`src/rtl/dco_freq_meter.sv`:
```
// DCO frequency meter: counts synchronised dco_in rising edges over a gate window of clk cycles.
// Also records the span, in clk cycles, from the first to the last counted edge.
module dco_freq_meter #(
  parameter int GATE_W = 16,
  parameter int CNT_W  = 8
) (
  input  logic              clk,
  input  logic              resetn,
  input  logic              dco_in,
  input  logic              start,
  input  logic              clear,
  input  logic [GATE_W-1:0] gate_len,
  output logic              busy,
  output logic              meas_valid,
  input  logic              meas_ready,
  output logic [CNT_W-1:0]  meas_count,
  output logic [GATE_W-1:0] meas_span,
  output logic              meas_ovf
);

  // state   | meaning
  // IDLE    | waiting for start with a non-zero gate length
  // GATE    | window open, counting rises and tracking span
  // HOLD    | result presented, waiting for meas_ready
  typedef enum logic [1:0] {ST_IDLE, ST_GATE, ST_HOLD} state_t;

  localparam logic [CNT_W-1:0]  CNT_MAX  = '1;
  localparam logic [GATE_W-1:0] SPAN_MAX = '1;

  state_t state, state_nxt;
  logic   s1, s2, s3, rise;
  logic   load, capture;

  logic [GATE_W-1:0] remain;
  logic [CNT_W-1:0]  edge_cnt, cnt_nxt;
  logic [GATE_W-1:0] span_run, span_run_nxt, span_last, span_last_nxt, span_inc;
  logic              first_seen, first_nxt, ovf, ovf_nxt;

  always_ff @(posedge clk or negedge resetn) begin
    if (!resetn) begin
      s1 <= 1'b0;
      s2 <= 1'b0;
      s3 <= 1'b0;
    end else begin
      s1 <= dco_in;
      s2 <= s1;
      s3 <= s2;
    end
  end

  assign rise = s2 & ~s3;

  always_ff @(posedge clk or negedge resetn) begin
    if (!resetn) state <= ST_IDLE;
    else         state <= state_nxt;
  end

  always_comb begin
    state_nxt = state;
    load      = 1'b0;
    capture   = 1'b0;
    case (state)
      ST_IDLE: begin
        if (start && (gate_len != '0)) begin
          state_nxt = ST_GATE;
          load      = 1'b1;
        end
      end
      ST_GATE: begin
        if (remain == GATE_W'(1)) begin
          state_nxt = ST_HOLD;
          capture   = 1'b1;
        end
      end
      ST_HOLD: begin
        if (meas_ready) state_nxt = ST_IDLE;
      end
      default: state_nxt = ST_IDLE;
    endcase
    // Abort wins over everything and leaves the previous result untouched
    if (clear) begin
      state_nxt = ST_IDLE;
      load      = 1'b0;
      capture   = 1'b0;
    end
  end

  always_comb begin
    cnt_nxt       = edge_cnt;
    ovf_nxt       = ovf;
    first_nxt     = first_seen;
    span_run_nxt  = span_run;
    span_last_nxt = span_last;
    span_inc      = (span_run == SPAN_MAX) ? span_run : span_run + 1'b1;
    if (first_seen) span_run_nxt = span_inc;
    if (rise) begin
      if (edge_cnt == CNT_MAX) ovf_nxt = 1'b1;
      else                     cnt_nxt = edge_cnt + 1'b1;
      if (!first_seen) begin
        first_nxt    = 1'b1;
        span_run_nxt = '0;
      end else begin
        // span_inc is the distance in cycles from the first rise to this one
        span_last_nxt = span_inc;
      end
    end
  end

  always_ff @(posedge clk or negedge resetn) begin
    if (!resetn) begin
      remain     <= '0;
      edge_cnt   <= '0;
      span_run   <= '0;
      span_last  <= '0;
      first_seen <= 1'b0;
      ovf        <= 1'b0;
      meas_count <= '0;
      meas_span  <= '0;
      meas_ovf   <= 1'b0;
    end else begin
      if (load) begin
        remain     <= gate_len;
        edge_cnt   <= '0;
        span_run   <= '0;
        span_last  <= '0;
        first_seen <= 1'b0;
        ovf        <= 1'b0;
      end else if (state == ST_GATE) begin
        remain     <= remain - 1'b1;
        edge_cnt   <= cnt_nxt;
        span_run   <= span_run_nxt;
        span_last  <= span_last_nxt;
        first_seen <= first_nxt;
        ovf        <= ovf_nxt;
      end
      if (capture) begin
        meas_count <= cnt_nxt;
        meas_span  <= span_last_nxt;
        meas_ovf   <= ovf_nxt;
      end
    end
  end

  assign busy       = (state != ST_IDLE);
  assign meas_valid = (state == ST_HOLD);

endmodule
```
`config.mk`:
```
export PLATFORM = sky130hd
export DESIGN_NAME = dco_freq_meter
export DESIGN_NICKNAME = d
export VERILOG_FILES = /design/src/rtl/dco_freq_meter.sv
export SDC_FILE = /design/constraint.sdc
export NUM_CORES = 1
export LEC_CHECK = 0
export CAP_MARGIN = 20
export CORE_ASPECT_RATIO = 0.5
export CORE_MARGIN = 5
export CORE_UTILIZATION = 57
export CTS_BUF_LIST = sky130_fd_sc_hd__clkbuf_16
export DETAILED_ROUTE_END_ITERATION = 7
export PLACE_DENSITY = 0.8
export SETUP_SLACK_MARGIN = 0.1
export SYNTH_ARGS = -nofsm -noshare
export SYNTH_HDL_FRONTEND = slang
export SYNTH_SLANG_ARGS = --single-unit
```
`constraint.sdc`:
```
create_clock -name clk -period 2.4 [get_ports clk]
set_input_delay 0.24 -clock clk [delete_from_list [all_inputs] [get_ports clk]]
set_output_delay 0.24 -clock clk [all_outputs]
set_load 0.02 [all_outputs]
```
Word-level counts from Yosys, hierarchy flattened --
Cells that the tools add are included.
Storage, ports and cells: output and inout port bits 27, word-level logic and storage cells 68, register bits after elaboration 88
Operators by class: muxes and demuxes 34, equality and inequality tests 8, $add $sub $neg 3, bitwise gates (word level) 2, reduce and logical (&&, ||, !) cells 8
Operator list (number):
- $mux 16 | 12
- $mux 8 | 4
- $add 16x1->16 const B | 1
- $eq 16x1->1 const B | 1
- $eq 16x16->1 const B | 1
- $reduce_bool 16->1 | 1
- $sub 16x1->16 const B | 1
- $mux 1 | 13
- $add 8x1->8 const B | 1
- $eq 8x8->1 const B | 1
- $mux 2 | 4
- $ne 3x3->1 const B | 2
- $pmux 2 s3 | 1
- $reduce_bool 2->1 | 3
- $ne 3x2->1 const B | 1
- $reduce_and 3->1 | 1
- $eq 2x1->1 const B | 1
- $eq 2x2->1 const B | 1
- $logic_not 2->1 | 1
- $reduce_and 2->1 | 1
- $and 1x1->1 | 1
- $logic_and 1x1->1 | 1
- $not 1->1 | 1

Depth between registers and ports, before layout --
Gate-level depths: netlist of run 1.
depth in word-level cells 7, mapped depth 9

Least setup slack after synthesis of run 1 --
No wires, ideal clock.
path type register to register, from reg span_run[0], to reg meas_span[3], data arrival time 1.818 ns, slack 0.495 ns, cell stages (with the launch flop) 8, library setup time 0.087 ns, path through dfrtp_1 ha_1 buf_2 nand4_1 or4_4 and3_4 xnor2_2 o211ai_1
Between the ends: longest elaborated chain between the ends 4, elaborated cells between the ends (all ways) 5, classes of those cells add/sub: 1; eq/ne: 1; mux: 3
RTL lines:
- from (decl) | RTL line 36 | logic [GATE_W-1:0] span_run, span_run_nxt, span_last, span_last_nxt, span_inc;
- from (signal assigned) | RTL line 131 | span_run <= span_run_nxt;
- $add 16x1->16 or $eq 16x16->1 (tied branches) | RTL line 94 | span_inc = (span_run == SPAN_MAX) ? span_run : span_run + 1'b1;
- $mux 16 (*) | RTL line 94
- $mux 16 (*) | RTL line 99 | if (!first_seen) begin
- $mux 16 (*) | RTL line 96 | if (rise) begin
- to (signal assigned) | RTL line 138 | meas_span <= span_last_nxt;
- to (decl) | RTL line 17 | output logic [GATE_W-1:0] meas_span,
Mark *: on every way between the ends. The rest lies on a longest branch, timed or not. A chain may end at the register's enable or synchronous reset.

Worst setup path in the final report of run 1 --
from reg state[0], to reg edge_cnt[0]
Between the ends: longest elaborated chain between the ends 4, elaborated cells between the ends (all ways) 6, classes of those cells eq/ne: 1; mux: 3; reduce/logical: 2
RTL lines:
- from (decl) | RTL line 30 | state_t state, state_nxt;
- from (signal assigned) | RTL line 55 | else state <= state_nxt;
- $logic_not 2->1 | RTL line 62 | case (state)
- $mux 1 | RTL line 62
- $mux 1 | RTL line 81 | if (clear) begin
- $mux 8 or $reduce_bool 2->1 (tied branches)
- to (signal assigned) | RTL line 130 | edge_cnt <= cnt_nxt;
- to (decl) | RTL line 35 | logic [CNT_W-1:0] edge_cnt, cnt_nxt;
Parallel ways exist; a longest one is shown, timed or not.

==> results of run 1 <==
[metrics by stage]
step           instances  hold slack (ns)  power [mW]   util  setup WS, ns
2_1_floorplan        510          -0.0556        2.32      -         0.495
5_1_grt              675            0.348        4.24  0.702         0.141
3_5_place_dp         660            0.274        2.61  0.663         0.105
6_report             675            0.344        4.05  0.702         0.255
3_3_place_gp         660            0.267        2.59  0.663         0.146
4_1_cts              675            0.336        4.06  0.702         0.274
[kinds of logic after synthesis]
| logic type | after synthesis |
|---|---|
| AOI/OAI and AO/OA | 138 |
| and+or+nand+nor | 220 |
| adders and majority gates | 4 |
| xor gates and xnor gates | 12 |
| DFF | 88 |
| buffers and inverters | 42 |
| muxes | 6 |
[layer usage]
metal,GRT usage,vias to the layer above,wire length [um]
li1,-,1978,-
met1,0.330,2032,5320
met2,0.402,167,5400
met3,0.0636,21,801
met4,0.0808,0,196
met5,0,-,0
[final timing paths]
check | endpoint | slack, ns | depth (start not counted)
setup / recovery | edge_cnt[0] | 0.26 | 6
hold / removal | s1 | 0.34 | 1
setup reg to reg | edge_cnt[0] | 0.26 | 6
hold reg to reg | s2 | 0.35 | 0
max in group asynchronous | meas_span[11] | 1.29 | 3
min in group asynchronous | span_run[2] | 0.43 | 2
[cell type report]
| class | instances | area, um2 |
|---|---|---|
| Fill cell | 621 | 2370 |
| Tap cell | 112 | 140 |
| Clock buffer | 9 | 225 |
| Multi-Input combinational cell | 380 | 2240 |
| Inverter | 8 | 30.0 |
| Clock inverter | 5 | 76.3 |
| Timing Repair Buffer | 73 | 681 |
| Sequential cell | 88 | 2200 |
[Yosys cell counts, types with 7 or more instances]
cell      count  area, um2
a31oi_1       8       50.1
o211ai_1     14        105
inv_1         8       30.0
and3_1        8       50.1
dfrtp_1      88       2200
buf_2        14       70.1
a21oi_1      22        110
nor2_1       43        161
nand2_1      86        323
clkbuf_1     17       63.8
nand4_1      12       75.1
nor4_1        7       43.8
xor2_1        7       61.3
nand3_1      24        120
nor3_1       11       55.1
o21ai_0      30        150
o22ai_1      12       75.1
[what timing repair did]
item | 4_1_cts | 5_1_grt
hold endpoints to repair | 40 | 0
hold buffers | 1 | 0
resized for setup | 0 | 0
setup endpoints to repair | 0 | 0
[power breakdown]
part | internal (mW) | switching (mW)
clock network | 0.894 | 0.550
registers | 1.65 | 0.203
logic | 0.335 | 0.418
total | 2.88 | 1.17
[registers in the layout, indices dropped and copies added (netlist names)]
| register | count |
|---|---|
| edge_cnt | 8 |
| first_seen | 1 |
| meas_count | 8 |
| meas_ovf | 1 |
| meas_span | 16 |
| ovf | 1 |
| remain | 16 |
| s1 | 1 |
| s2 | 1 |
| s3 | 1 |
| span_last | 16 |
| span_run | 16 |
| state | 2 |
[layout by cell type, fill, tap and decap left out, types with 4 or more instances in the layout]
cell             instances
nand4_1                 12
xnor2_1                  4
nand3_1                 24
a31oi_1                  8
clkbuf_16                9
buf_4                   24
and3_1                   8
inv_1                   10
xor2_1                   7
o211ai_1                14
o21ai_0                 30
a21oi_1                 22
nor4_1                   7
nor3_1                  11
o2bb2ai_1                5
o22ai_1                 12
nand2_1                 86
dfrtp_1                 88
clkdlybuf4s50_1         47
a22o_1                   6
nor2_1                  43
ha_1                     4
a41oi_1                  6
mux2_2                   4
o21ai_1                  6
and2_1                   5
o21a_1                   4
[critical path: stages (launching register included)]
cell and delay [ns]:
dfrtp_1 0.47, or3b_2 0.54, nor2_1 0.17, and2_1 0.23, buf_4 0.27, nor2_1 0.09
mux2_2 0.26
==> summary.txt, run 1 <==
Run status
  – Outcome: completed

Synthesis
  – #FFs+latches synth: 88
  – Adder-Cell Fraction of Synth Area: 0.0108
  – Number of synthesized flops with an enable pin: 0
  – Syn nets: 536
  – Simple-gate area share of the yosys netlist: 0.236
  – Post-synthesis compound-gate area fraction: 0.199
  – Synthesized area per cell: 9.08 um2
  – Main combinational cell family by area after synthesis: simple AND/OR/NAND/NOR gates
  – Post-Syn Area: 4630 um2
  – Post-synthesis share of cell area spent on xor and xnor gates: 0.0243
  – Multiplexer share of the synthesized area: 0.0140
  – Sequential-to-total area share from yosys stat: 0.475
  – Yosys cell types: 60
  – Main flop type after synthesis: dfrtp_1
  – Post-synth ARST share: 1.00
  – Mapped Cells: between 500 and 600
  – Synth warnings: 0

Worst hold path
  – Worst hold path class: input port to flop
  – Hold path startpoint: dco_in

Routing
  – DRT Pass-1 Iters: 5
  – WL per Instance: 17.4 um
  – Via count: 4198
  – WL final: approximately 12 mm
  – DRT antenna net count: 0
  – Residual DRC: 0
  – Vias/cell: around 6.2
  – Initial DRC Count: approximately 400

Global route
  – Total Routing Usage GR: 0.249
  – Vias in the first global route: 3986
  – Initial antenna violation count: 0
  – Largest net degree at the start of global routing: 44
  – First-pass GRT wire length: 19.6 mm
  – Gr ovfl total: 0

Timing
  – Minimum clock period: 2.14 ns
  – Setup TNS: 0 ns
  – Worst-Margin Slew: 0.709 ns
  – Slew Viols, Final: 0
  – RSZ-0062 raised after global routing: no
  – Setup violations, final: 0
  – Tcrit/Tclk final: 0.894
  – Clk_skew: about 0.0052 ns
  – Peak Freq: ~0.47 GHz
  – Hold Fails Final Rpt: 0
  – Relative slew slack: 0.525

Clock network
  – # clock sinks: between 80 and 90
  – TritonCTS clock tree: yes
  – Reg clk slew, reported paths: 0.06 ns
  – Clk buf depth: 2
  – Worst skew pair latency: 0.34 ns
  – Root Driver: clkbuf_16
  – Number of H-tree levels: 3
  – Post-CTS Setup Inserts: 0
  – Num CTS Buffers: 9

Die
  – Rows: 23
  – Die ar.: 10100 um2
  – Die Y: 73.7 um
  – Initial Utilization: 0.581
  – Die width: around 140 um
  – Core area: 7970 um2
  – IO Pins: 49

Worst setup path
  – WP data required: about 2.6 ns
  – Worst setup EP type: flop
  – Crit path DAT: ~2.4 ns
  – Reg2Reg Launch Point: state[0]
  – Crit Path Max Fanout: 18
  – Critical Path Source: state[0]
  – Critical path type: flop to flop
  – CP Launch Type: flop

Placed design
  – Input/output buffers: 48
  – Placed cell area: 5290 um2
  – GP Congestion: just under 1
  – Post-DP HPWL: between 8 and 9 mm

Cells and area
  – Ant diodes: 0
  – Fin area: between 5000 and 6000 um2
  – Nets: 586
  – Share of cells above drive strength 1: 0.0941
  – Layout area overhead: 20.9%

Pwr
  – Peak VDD IR: 428 uV
  – Power per cell area: 723 nW/um2
  – Lkg Pwr: 2.30 nW

Flow run
  – Max-cap violation count: 0
Power figures use the tool's default switching activity.
==> inputs of run 2 (changes only) <==
CORE_UTILIZATION = 55   (was 57)
PLACE_DENSITY = 0.78   (was 0.8)
==> run 2 against run 1 <==
  * Fmax is 0.58% higher
  * Via count fell by 1.8%
  * Critical endpoint is now meas_span[3]
  * Wire length is 0.79% lower
  * Sequential power barely moved
  * First-iteration DRC count is 9.2% lower
  * Cell count up 0.30%
  * Critical path depth rose by 2
  * Worst setup slack better by 0.012 ns
  * Global-route usage fell by 1.2 points
==> summary.txt, run 2 (same netlist as run 1, synthesis figures left out) <==
Run status
  – Outcome: completed

Global route
  – Total Routing Usage GR: 0.237 (-0.0117)
  – First-pass GRT wire length: 19.9 mm (+1.6%)
  – Gr ovfl total: 0 (unchanged)
  – Largest net degree at the start of global routing: 46 (+4.5%)
  – Vias in the first global route: 4092 (+2.7%)
  – Initial antenna violation count: 0 (unchanged)

Routing
  – Vias/cell: 6.09 (-2.1%)
  – WL per Instance: 17.2 um (-1.1%)
  – Residual DRC: 0 (unchanged)
  – DRT Pass-1 Iters: 5 (unchanged)
  – Via count: 4124 (-1.8%)
  – Initial DRC Count: 367 (-9.2%)
  – DRT antenna net count: 0 (unchanged)
  – WL final: 11.6 mm (-0.79%)

Worst setup path
  – CP cell instances: inv_1, ha_1, nor4b_1, nand4_1, nor3_4, buf_12, nand2_1, o211ai_1
  – Worst setup EP type: flop
  – CP Launch Type: flop
  – WP data required: 2.66 ns (+0.04 ns)
  – Crit Path Max Fanout: 23 (+5)
  – Worst-case reg-to-reg path depth: 8 (+2)
  – Max incr delay on CP: 0.41 ns (-0.13 ns)
  – Slowest-stage cell, CP: dfrtp_1
  – Critical path type: flop to flop
  – Crit path DAT: 2.39 ns (+0.02 ns)

Pwr
  – Peak VDD IR: 467 uV (+9.3%)
  – Power per cell area: 716 nW/um2 (-0.93%)
  – Lkg Pwr: 2.29 nW (-0.53%)

Cells and area
  – Nets: 586 (unchanged)
  – Post-layout util: 0.692 (-0.0106)
  – Ant diodes: 0 (unchanged)
  – Share of cells above drive strength 1: 0.0991 (+0.00498)
  – Finished Layout Cells: 677 (+0.30%)
  – Fill cells: 639 (+2.9%)
  – Most frequent cells in the layout: 88 x dfrtp_1, 86 x nand2_1, 47 x clkdlybuf4s50_1
  – Commonest non-fill, non-tap cell in the layout: dfrtp_1
  – Layout area overhead: 21.2%

Placed design
  – Post-DP HPWL: 8.16 mm (-1.2%)
  – Input/output buffers: 48 (unchanged)
  – Setup Slack @ Placement: 0.196 ns (+0.0910 ns)
  – Dpl cells: 659 (-0.15%)
  – GP Congestion: 0.952 (-3.2%)

Worst hold path
  – Worst Hold Path Cells: 1 (unchanged)
  – Worst hold path class: input port to flop

Timing
  – Minimum clock period: 2.13 ns (-0.0123 ns)
  – Final setup margin: 0.268 ns (+0.0123 ns)
  – Slew Viols, Final: 0 (unchanged)
  – Peak Freq: 0.469 GHz (+0.58%)
  – Worst-Margin Slew: 0.685 ns (-0.0241 ns)
  – Hold Fails Final Rpt: 0 (unchanged)
  – Setup TNS: 0 ns (unchanged)
  – Relative slew slack: 0.541 (+0.0162)
  – Tcrit/Tclk final: 0.888 (-0.00512)
  – Clk_skew: 0.00426 ns (-0.000963 ns)
  – Worst hold slack: 0.334 ns (-0.0109 ns)
  – Setup violations, final: 0 (unchanged)
  – RSZ-0062 raised after global routing: no

Die
  – Die Y: 74.9 um (+1.6%)
  – Core area: 8120 um2 (+1.8%)
  – Rows: 23 (unchanged)
  – Die width: 140 um (+1.7%)
  – Initial Utilization: 0.571 (-0.0103)
  – IO Pins: 49 (unchanged)
  – Die ar.: 10500 um2 (+3.2%)

Clock network
  – Reg clk slew, reported paths: 0.07 ns (about the same)
  – Num CTS Buffers: 9 (unchanged)
  – Root Driver: clkbuf_16
  – # clock sinks: 88 (unchanged)
  – Worst skew pair latency: 0.34 ns (about the same)
  – Clk buf depth: 2 (unchanged)
  – TritonCTS clock tree: yes
  – Number of H-tree levels: 3 (unchanged)

Flow run
  – Max-cap violation count: 0 (unchanged)
-- run 2: cell type report --
type                            instances  area (um2)  share of cell area
Inverter                                8        30.0             0.00535
Timing Repair Buffer                   73         693               0.123
Clock buffer                            9         225              0.0401
Sequential cell                        88        2200               0.392
Clock inverter                          7        72.6              0.0129
Tap cell                              112         140              0.0250
Multi-Input combinational cell        380        2250               0.401
-- run 2: worst paths after layout --
check                           from            to  slack, ns
hold reg to reg                   s1            s2       0.36
min in group asynchronous     resetn   span_run[3]       0.44
max in group asynchronous     resetn      meas_ovf       1.32
setup reg to reg           remain[1]  meas_span[3]       0.27
setup / recovery           remain[1]  meas_span[3]       0.27
hold / removal                dco_in            s1       0.33
-- run 2: worst max-delay path: cells and delay by family, from the launching register on --
family                     cells  cell delay [ns]
AOI/OAI and AO/OA              1             0.25
DFF                            1             0.41
buffers and inverters          2             0.29
and+or+nand+nor                4             0.94
adders and majority gates      1             0.13
-- run 2: repair_timing --
item,CTS,global route
setup endpoints to repair,0,5
hold endpoints to repair,43,0
gates resized for setup,0,1
hold buffers,1,0
buffers inserted,0,1
-- run 2: metal layers --
layer | GRT usage | routed length (um) | vias to the layer above
met2 | 0.400 | 5510 | 105
met5 | 0 | 0 | -
met1 | 0.312 | 5370 | 2030
met4 | 0.0763 | 187 | 0
met3 | 0.0539 | 564 | 15
li1 | - | - | 1974
-- run 2: power by group --
part / total (mW) / internal [mW] / leakage (nW) / switching, mW
clock network: 1.41 / 0.805 / 0.131 / 0.610
registers: 1.85 / 1.65 / 1.14 / 0.206
logic: 0.752 / 0.333 / 1.02 / 0.419
total: 4.02 / 2.78 / 2.29 / 1.24
-- run 2: metrics by stage --
step | area (um2) | power [mW]
global placement | 5290 | 2.59
floorplan | 4630 | 2.32
CTS | 5600 | 4.03
global route | 5610 | 4.21
detailed placement | 5290 | 2.61
finish | 5610 | 4.02
==> inputs of run 3 (changes only) <==
CAP_MARGIN = 25   (was 20)
==> results of run 3 <==
Final layout, timing and power as in run 2 (identical DEF).
